==> src/rtl/ix32_encoder.sv <==
// RV32IM instruction encoder: packs decoded fields into R/I/S/B/U/J words, flags
// illegal requests, and delivers beats through an output register plus skid buffer.
module ix32_encoder #(
  parameter int ERRW = 16
) (
  input  logic            clk,
  input  logic            rst,
  input  logic            in_valid,
  output logic            in_ready,
  input  logic [4:0]      in_op,
  input  logic [2:0]      in_funct3,
  input  logic [6:0]      in_funct7,
  input  logic [4:0]      in_rd,
  input  logic [4:0]      in_rs1,
  input  logic [4:0]      in_rs2,
  input  logic [31:0]     in_imm,
  output logic            out_valid,
  input  logic            out_ready,
  output logic [31:0]     out_insn,
  output logic            out_err,
  output logic [ERRW-1:0] err_count
);

  localparam logic [4:0] OPC_LOAD      = 5'b00000;
  localparam logic [4:0] OPC_MISC_MEM  = 5'b00011;
  localparam logic [4:0] OPC_OP_IMM    = 5'b00100;
  localparam logic [4:0] OPC_AUIPC     = 5'b00101;
  localparam logic [4:0] OPC_OP_IMM_32 = 5'b00110;
  localparam logic [4:0] OPC_STORE     = 5'b01000;
  localparam logic [4:0] OPC_OP        = 5'b01100;
  localparam logic [4:0] OPC_LUI       = 5'b01101;
  localparam logic [4:0] OPC_OP_32     = 5'b01110;
  localparam logic [4:0] OPC_BRANCH    = 5'b11000;
  localparam logic [4:0] OPC_JALR      = 5'b11001;
  localparam logic [4:0] OPC_JAL       = 5'b11011;
  localparam logic [4:0] OPC_SYSTEM    = 5'b11100;

  typedef enum logic [2:0] {FMT_R, FMT_I, FMT_S, FMT_B, FMT_U, FMT_J, FMT_BAD} fmt_e;

  fmt_e        fmt;
  logic [6:0]  opc;
  logic        is_shift;
  logic        imm12_bad;
  logic        imm13_bad;
  logic        imm21_bad;
  logic [31:0] raw;
  logic        enc_err;
  logic [31:0] enc_insn;
  logic        skid_valid;
  logic        skid_err;
  logic [31:0] skid_insn;
  logic        in_fire;

  assign opc      = {in_op, 2'b11};
  assign is_shift = (in_op == OPC_OP_IMM) && (in_funct3 == 3'b001 || in_funct3 == 3'b101);

  // Range checks are "upper bits are a sign extension", plus evenness for B/J.
  assign imm12_bad = in_imm[31:11] != {21{in_imm[11]}};
  assign imm13_bad = in_imm[0] | (in_imm[31:12] != {20{in_imm[12]}});
  assign imm21_bad = in_imm[0] | (in_imm[31:20] != {12{in_imm[20]}});

  always_comb begin
    fmt = FMT_BAD;
    case (in_op)
      OPC_OP, OPC_OP_32:                               fmt = FMT_R;
      OPC_OP_IMM, OPC_OP_IMM_32, OPC_LOAD, OPC_JALR,
      OPC_MISC_MEM, OPC_SYSTEM:                        fmt = FMT_I;
      OPC_STORE:                                       fmt = FMT_S;
      OPC_BRANCH:                                      fmt = FMT_B;
      OPC_LUI, OPC_AUIPC:                              fmt = FMT_U;
      OPC_JAL:                                         fmt = FMT_J;
      default:                                         fmt = FMT_BAD;
    endcase
  end

  always_comb begin
    raw     = '0;
    enc_err = 1'b0;
    case (fmt)
      FMT_R: begin
        raw = {in_funct7, in_rs2, in_rs1, in_funct3, in_rd, opc};
        if (in_op == OPC_OP)
          enc_err = !(in_funct7 inside {7'b0000000, 7'b0100000, 7'b0000001}) ||
                    (in_funct7 == 7'b0100000 && !(in_funct3 inside {3'b000, 3'b101}));
      end
      FMT_I: begin
        if (is_shift) begin
          raw     = {in_funct7, in_imm[4:0], in_rs1, in_funct3, in_rd, opc};
          enc_err = (in_imm[31:5] != '0) ||
                    !(in_funct7 inside {7'b0000000, 7'b0100000}) ||
                    (in_funct7 == 7'b0100000 && in_funct3 == 3'b001);
        end else begin
          raw     = {in_imm[11:0], in_rs1, in_funct3, in_rd, opc};
          enc_err = imm12_bad;
        end
        if (in_op == OPC_LOAD && !(in_funct3 inside {3'b000, 3'b001, 3'b010, 3'b100, 3'b101}))
          enc_err = 1'b1;
        if (in_op == OPC_JALR && in_funct3 != 3'b000)
          enc_err = 1'b1;
      end
      FMT_S: begin
        raw     = {in_imm[11:5], in_rs2, in_rs1, in_funct3, in_imm[4:0], opc};
        enc_err = imm12_bad || (in_funct3 > 3'b010);
      end
      FMT_B: begin
        raw     = {in_imm[12], in_imm[10:5], in_rs2, in_rs1, in_funct3, in_imm[4:1], in_imm[11], opc};
        enc_err = imm13_bad || (in_funct3 inside {3'b010, 3'b011});
      end
      FMT_U: begin
        raw     = {in_imm[31:12], in_rd, opc};
        enc_err = in_imm[11:0] != '0;
      end
      FMT_J: begin
        raw     = {in_imm[20], in_imm[10:1], in_imm[11], in_imm[19:12], in_rd, opc};
        enc_err = imm21_bad;
      end
      default: enc_err = 1'b1;
    endcase
    enc_insn = enc_err ? '0 : raw;
  end

  assign in_ready = !skid_valid;
  assign in_fire  = in_valid & in_ready;

  // The skid only fills while the output register is stalled, so whenever the
  // skid holds a beat the output register is valid too.
  always_ff @(posedge clk) begin
    if (rst) begin
      out_valid  <= 1'b0;
      out_insn   <= '0;
      out_err    <= 1'b0;
      skid_valid <= 1'b0;
      skid_insn  <= '0;
      skid_err   <= 1'b0;
    end else if (skid_valid) begin
      if (out_ready) begin
        out_insn   <= skid_insn;
        out_err    <= skid_err;
        skid_valid <= 1'b0;
      end
    end else if (in_fire) begin
      if (!out_valid || out_ready) begin
        out_valid <= 1'b1;
        out_insn  <= enc_insn;
        out_err   <= enc_err;
      end else begin
        skid_valid <= 1'b1;
        skid_insn  <= enc_insn;
        skid_err   <= enc_err;
      end
    end else if (out_ready) begin
      out_valid <= 1'b0;
    end
  end

  always_ff @(posedge clk) begin
    if (rst)
      err_count <= '0;
    else if (in_fire && enc_err && err_count != '1)
      err_count <= err_count + ERRW'(1);
  end

endmodule

==> config.mk <==
export PLATFORM = sky130hd
export DESIGN_NAME = ix32_encoder
export DESIGN_NICKNAME = d
export VERILOG_FILES = /design/src/rtl/ix32_encoder.sv
export SDC_FILE = /design/constraint.sdc
export NUM_CORES = 1
export LEC_CHECK = 0
export BUFFER_PORTS_ARGS = -buffer_cell sky130_fd_sc_hd__buf_2
export CELL_PAD_IN_SITES_DETAIL_PLACEMENT = 1
export CELL_PAD_IN_SITES_GLOBAL_PLACEMENT = 2
export CORE_MARGIN = 4
export CORE_UTILIZATION = 30
export DETAILED_ROUTE_END_ITERATION = 10
export PLACE_DENSITY_LB_ADDON = 0.1
export RECOVER_POWER = 50
export SYNTH_ARGS = -nofsm -noshare
export SYNTH_HDL_FRONTEND = slang
export SYNTH_SLANG_ARGS = --single-unit
==> constraint.sdc <==
create_clock -name clk -period 3.6 [get_ports clk]
set_input_delay 0.72 -clock clk [delete_from_list [all_inputs] [get_ports clk]]
set_output_delay 0.72 -clock clk [all_outputs]
set_load 0.01 [all_outputs]
==> impl_metrics.env <==
export IMPL_status="finished with violations"
export IMPL_failed_checks="capacitance limit, slew limit"
export IMPL_cp_num_cells=12
export IMPL_cts_hold_fix_buffers=0
export IMPL_drt_wl_total_um=17640
export IMPL_power_density_nw_per_um2=439.3
export IMPL_rr_startpoint="skid_valid"
export IMPL_ioPinCount=117
export IMPL_grt_total_usage_pct=19.54
export IMPL_numClockSinks=82
export IMPL_avgRoutedWirePerCell_um=18.73
export IMPL_r2r_end="skid_insn[21]"
export IMPL_cts_resized=0
export IMPL_postSynthCellCount=607
export IMPL_crit_type="in2reg"
export IMPL_crit_end="err_count[4]"
export IMPL_grt_pass1_wl_um=27830
export IMPL_hpwl_um=13420
export IMPL_antenna_found_initial=0
export IMPL_dieWidth_um=132.9
export IMPL_cp_end_kind="register"
export IMPL_via_per_inst=5.368
export IMPL_layout_drive_gt1_share_pct=18.60
export IMPL_place_inst=926
export IMPL_report_final_slew_viol_count=37
export IMPL_synthToLayoutAreaGrowth_pct=24.78
export IMPL_crit_fanout=16
export IMPL_cp_top_family="simple AND/OR/NAND/NOR gates"
export IMPL_register_area_um2=1642
export IMPL_rsz0062_at_grt="no"
export IMPL_post_route_util_pct=38.28
export IMPL_netlist_area_um2=4681
export IMPL_place_area_um2=5580
export IMPL_power_w=0.002566
export IMPL_synth_edf_count=0
export IMPL_synth_nets=680
export IMPL_cts_root_buf="clkbuf_16"
export IMPL_rows=45
export IMPL_overflow=0
export IMPL_clk_pin_slew_ns=0.06
export IMPL_fmax_mhz=293.1
export IMPL_timing_slew_headroom_pct=-17.61
export IMPL_ys_warn_count=0
export IMPL_initial_core_util_pct=30.68
export IMPL_num_fill_cells=1893
export IMPL_instances_no_fill=942
export IMPL_rr_worst_depth=6
export IMPL_multi_input_area_um2=2734
export IMPL_cpPeakStageDelay_ns=0.38
export IMPL_ys_flop_type="dfxtp_1"
export IMPL_clockBufferDepth=2
export IMPL_hold_viol_final=0
export IMPL_yosysSeqAreaShare_pct=35.07
export IMPL_cp_start_kind="primary input"
export IMPL_setup_violations_final=0
export IMPL_cts_tree="built"
export IMPL_cts_buffers=9
export IMPL_cellLeakagePower_nw=2.143
export IMPL_ant_nets=0
export IMPL_grt_max_degree=45
export IMPL_core_um2=15260
export IMPL_hold_class="reg2reg"
export IMPL_dieHeight_um=132.9
export IMPL_nets=799
export IMPL_synthArstFlopShare_pct=0
export IMPL_gp_congestion=0.9645
export IMPL_cp_num_buf_inv=3
export IMPL_drtPass1Iterations=4
export IMPL_required_ns=3.83
export IMPL_startpoint="in_op[0]"
export IMPL_skew_ns=0.009195
export IMPL_worstMarginPinSlew_ns=1.764
export IMPL_ff2ff_setup_slack_ns=1.11
export IMPL_hold_ws_ns=0.4550
export IMPL_fin_crit_sh_pct=94.77
export IMPL_clock_latency_ns=0.34
export IMPL_drt_iter0_drc=352
export IMPL_via_count=5057
export IMPL_drc_errors=0
export IMPL_final_cell_area_um2=5841
export IMPL_h_tree_depth=3
export IMPL_first_global_vias=5088
export IMPL_cts_setup_buffers=0
export IMPL_crit_path_frequent_cell="nor4_1"
export IMPL_period_minus_slack_ns=3.412
export IMPL_ys_seq_elements=82
export IMPL_cp_slowest_cell="nor4_1"
export IMPL_ys_types=58
export IMPL_portBuffers=116
export IMPL_crit_arrival_ns=3.64
export IMPL_avgSynthCellArea_um2=7.711
export IMPL_antenna_cells=0
export IMPL_die_area_um2=17670
export IMPL_max_cap_violations=1
export IMPL_path_cells="buf_2 > inv_1 > ha_1 > or3_1 > a21oi_1 > clkbuf_4 > nor2_1 > nor4_1 > a211oi_2 > and3_2 > nor4_1 > mux2_1"
export IMPL_ir_drop_uv=202.2
## per-layer routing
metal / GRT usage, % / vias to the layer above / share of wire, %
met2: 31.52 / 118 / 47
met5: 0 / - / 0
met1: 27.27 / 2472 / 48
li1: - / 2455 / -
met4: 4.561 / 0 / 0.92
met3: 3.308 / 12 / 4.0
## cells in the mapped netlist (8+ instances only)
cell / count / area (µm²)
a211oi_2: 8 / 100.1
a21oi_1: 60 / 300.3
a22o_1: 12 / 105.1
a22oi_1: 9 / 67.56
a31oi_1: 23 / 143.9
clkbuf_1: 29 / 108.9
dfxtp_1: 82 / 1642
inv_1: 17 / 63.81
nand2_1: 85 / 319.1
nand3_1: 28 / 140.1
nand3b_1: 9 / 67.56
nand4_1: 10 / 62.56
nor2_1: 62 / 232.7
nor3_1: 27 / 135.1
nor4_1: 12 / 75.07
o21ai_0: 10 / 50.05
## power by group
| part | switching, W | internal (W) | leakage [nW] |
|---|---|---|---|
| logic | 0.000331 | 0.000192 | 1.31 |
| registers | 0.0000235 | 0.000946 | 0.668 |
| clock network | 0.000393 | 0.000681 | 0.163 |
## how the worst min path moves through the flow
stage               cells after the start       endpoint           from
global route                            2   skid_insn[2]   skid_insn[2]
finish                                  2  skid_insn[13]  skid_insn[13]
CTS                                     2  skid_insn[13]  skid_insn[13]
global placement                        2  skid_insn[13]  skid_insn[13]
floorplan                               2   skid_insn[2]   skid_insn[2]
detailed placement                      2  skid_insn[13]  skid_insn[13]
## tightest hold or removal path, stage by stage (launching register included)
cell     delay, ns
dfxtp_1       0.31
nand2_1       0.05
a21oi_1       0.05
## cell type report
type                            instances  share of cell area [%]
Multi-Input combinational cell        463                   46.81
Sequential cell                        82                   28.11
Timing Repair Buffer                  153                   13.58
Tap cell                              211                   4.520
Clock buffer                           10                   3.920
Clock inverter                          6                   1.971
Inverter                               17                   1.093
## sequential cells by signal (all words and copies together), names as in the netlist
name,flops
skid_insn,31
out_insn,31
out_valid,1
out_err,1
skid_valid,1
err_count,16
skid_err,1
## cell families after synthesis
kind of cell	after synthesis	share of synthesized area, %
buf+inv	62	6.415
mux	10	2.325
fa+ha+maj	7	1.871
xor+xnor	2	0.3743
compound gates	164	24.03
simple gates	280	29.91
flops	82	35.07
## layout by cell type (no fill, tap or decap), drive strengths merged, types with 3 or more instances in the layout
master	n
or3b	7
o21ai	11
buf	98
ha	7
a22o	12
bufinv	3
clkbuf	65
nand4	10
nor2	62
o31ai	6
a222oi	7
nand3b	9
a21o	4
nor4b	4
nand2b	5
and3	6
nor2b	7
a31oi	23
nand2	85
a211oi	11
nand3	28
mux2	7
a21oi	61
mux2i	3
a22oi	10
or3	7
nor4	14
nor3	28
dfxtp	82
a221oi	4
o22ai	3
inv	17
## through the flow
step / setup slack, ns / setup TNS, ns
2_1_floorplan: 0.3117 / 0
3_3_place_gp: 0.01829 / 0
3_5_place_dp: -0.08870 / -0.4566
4_1_cts: 0.2507 / 0
5_1_grt: 0.04238 / 0
6_report: 0.1883 / 0
No activity file was read; power rests on OpenSTA's default activity.
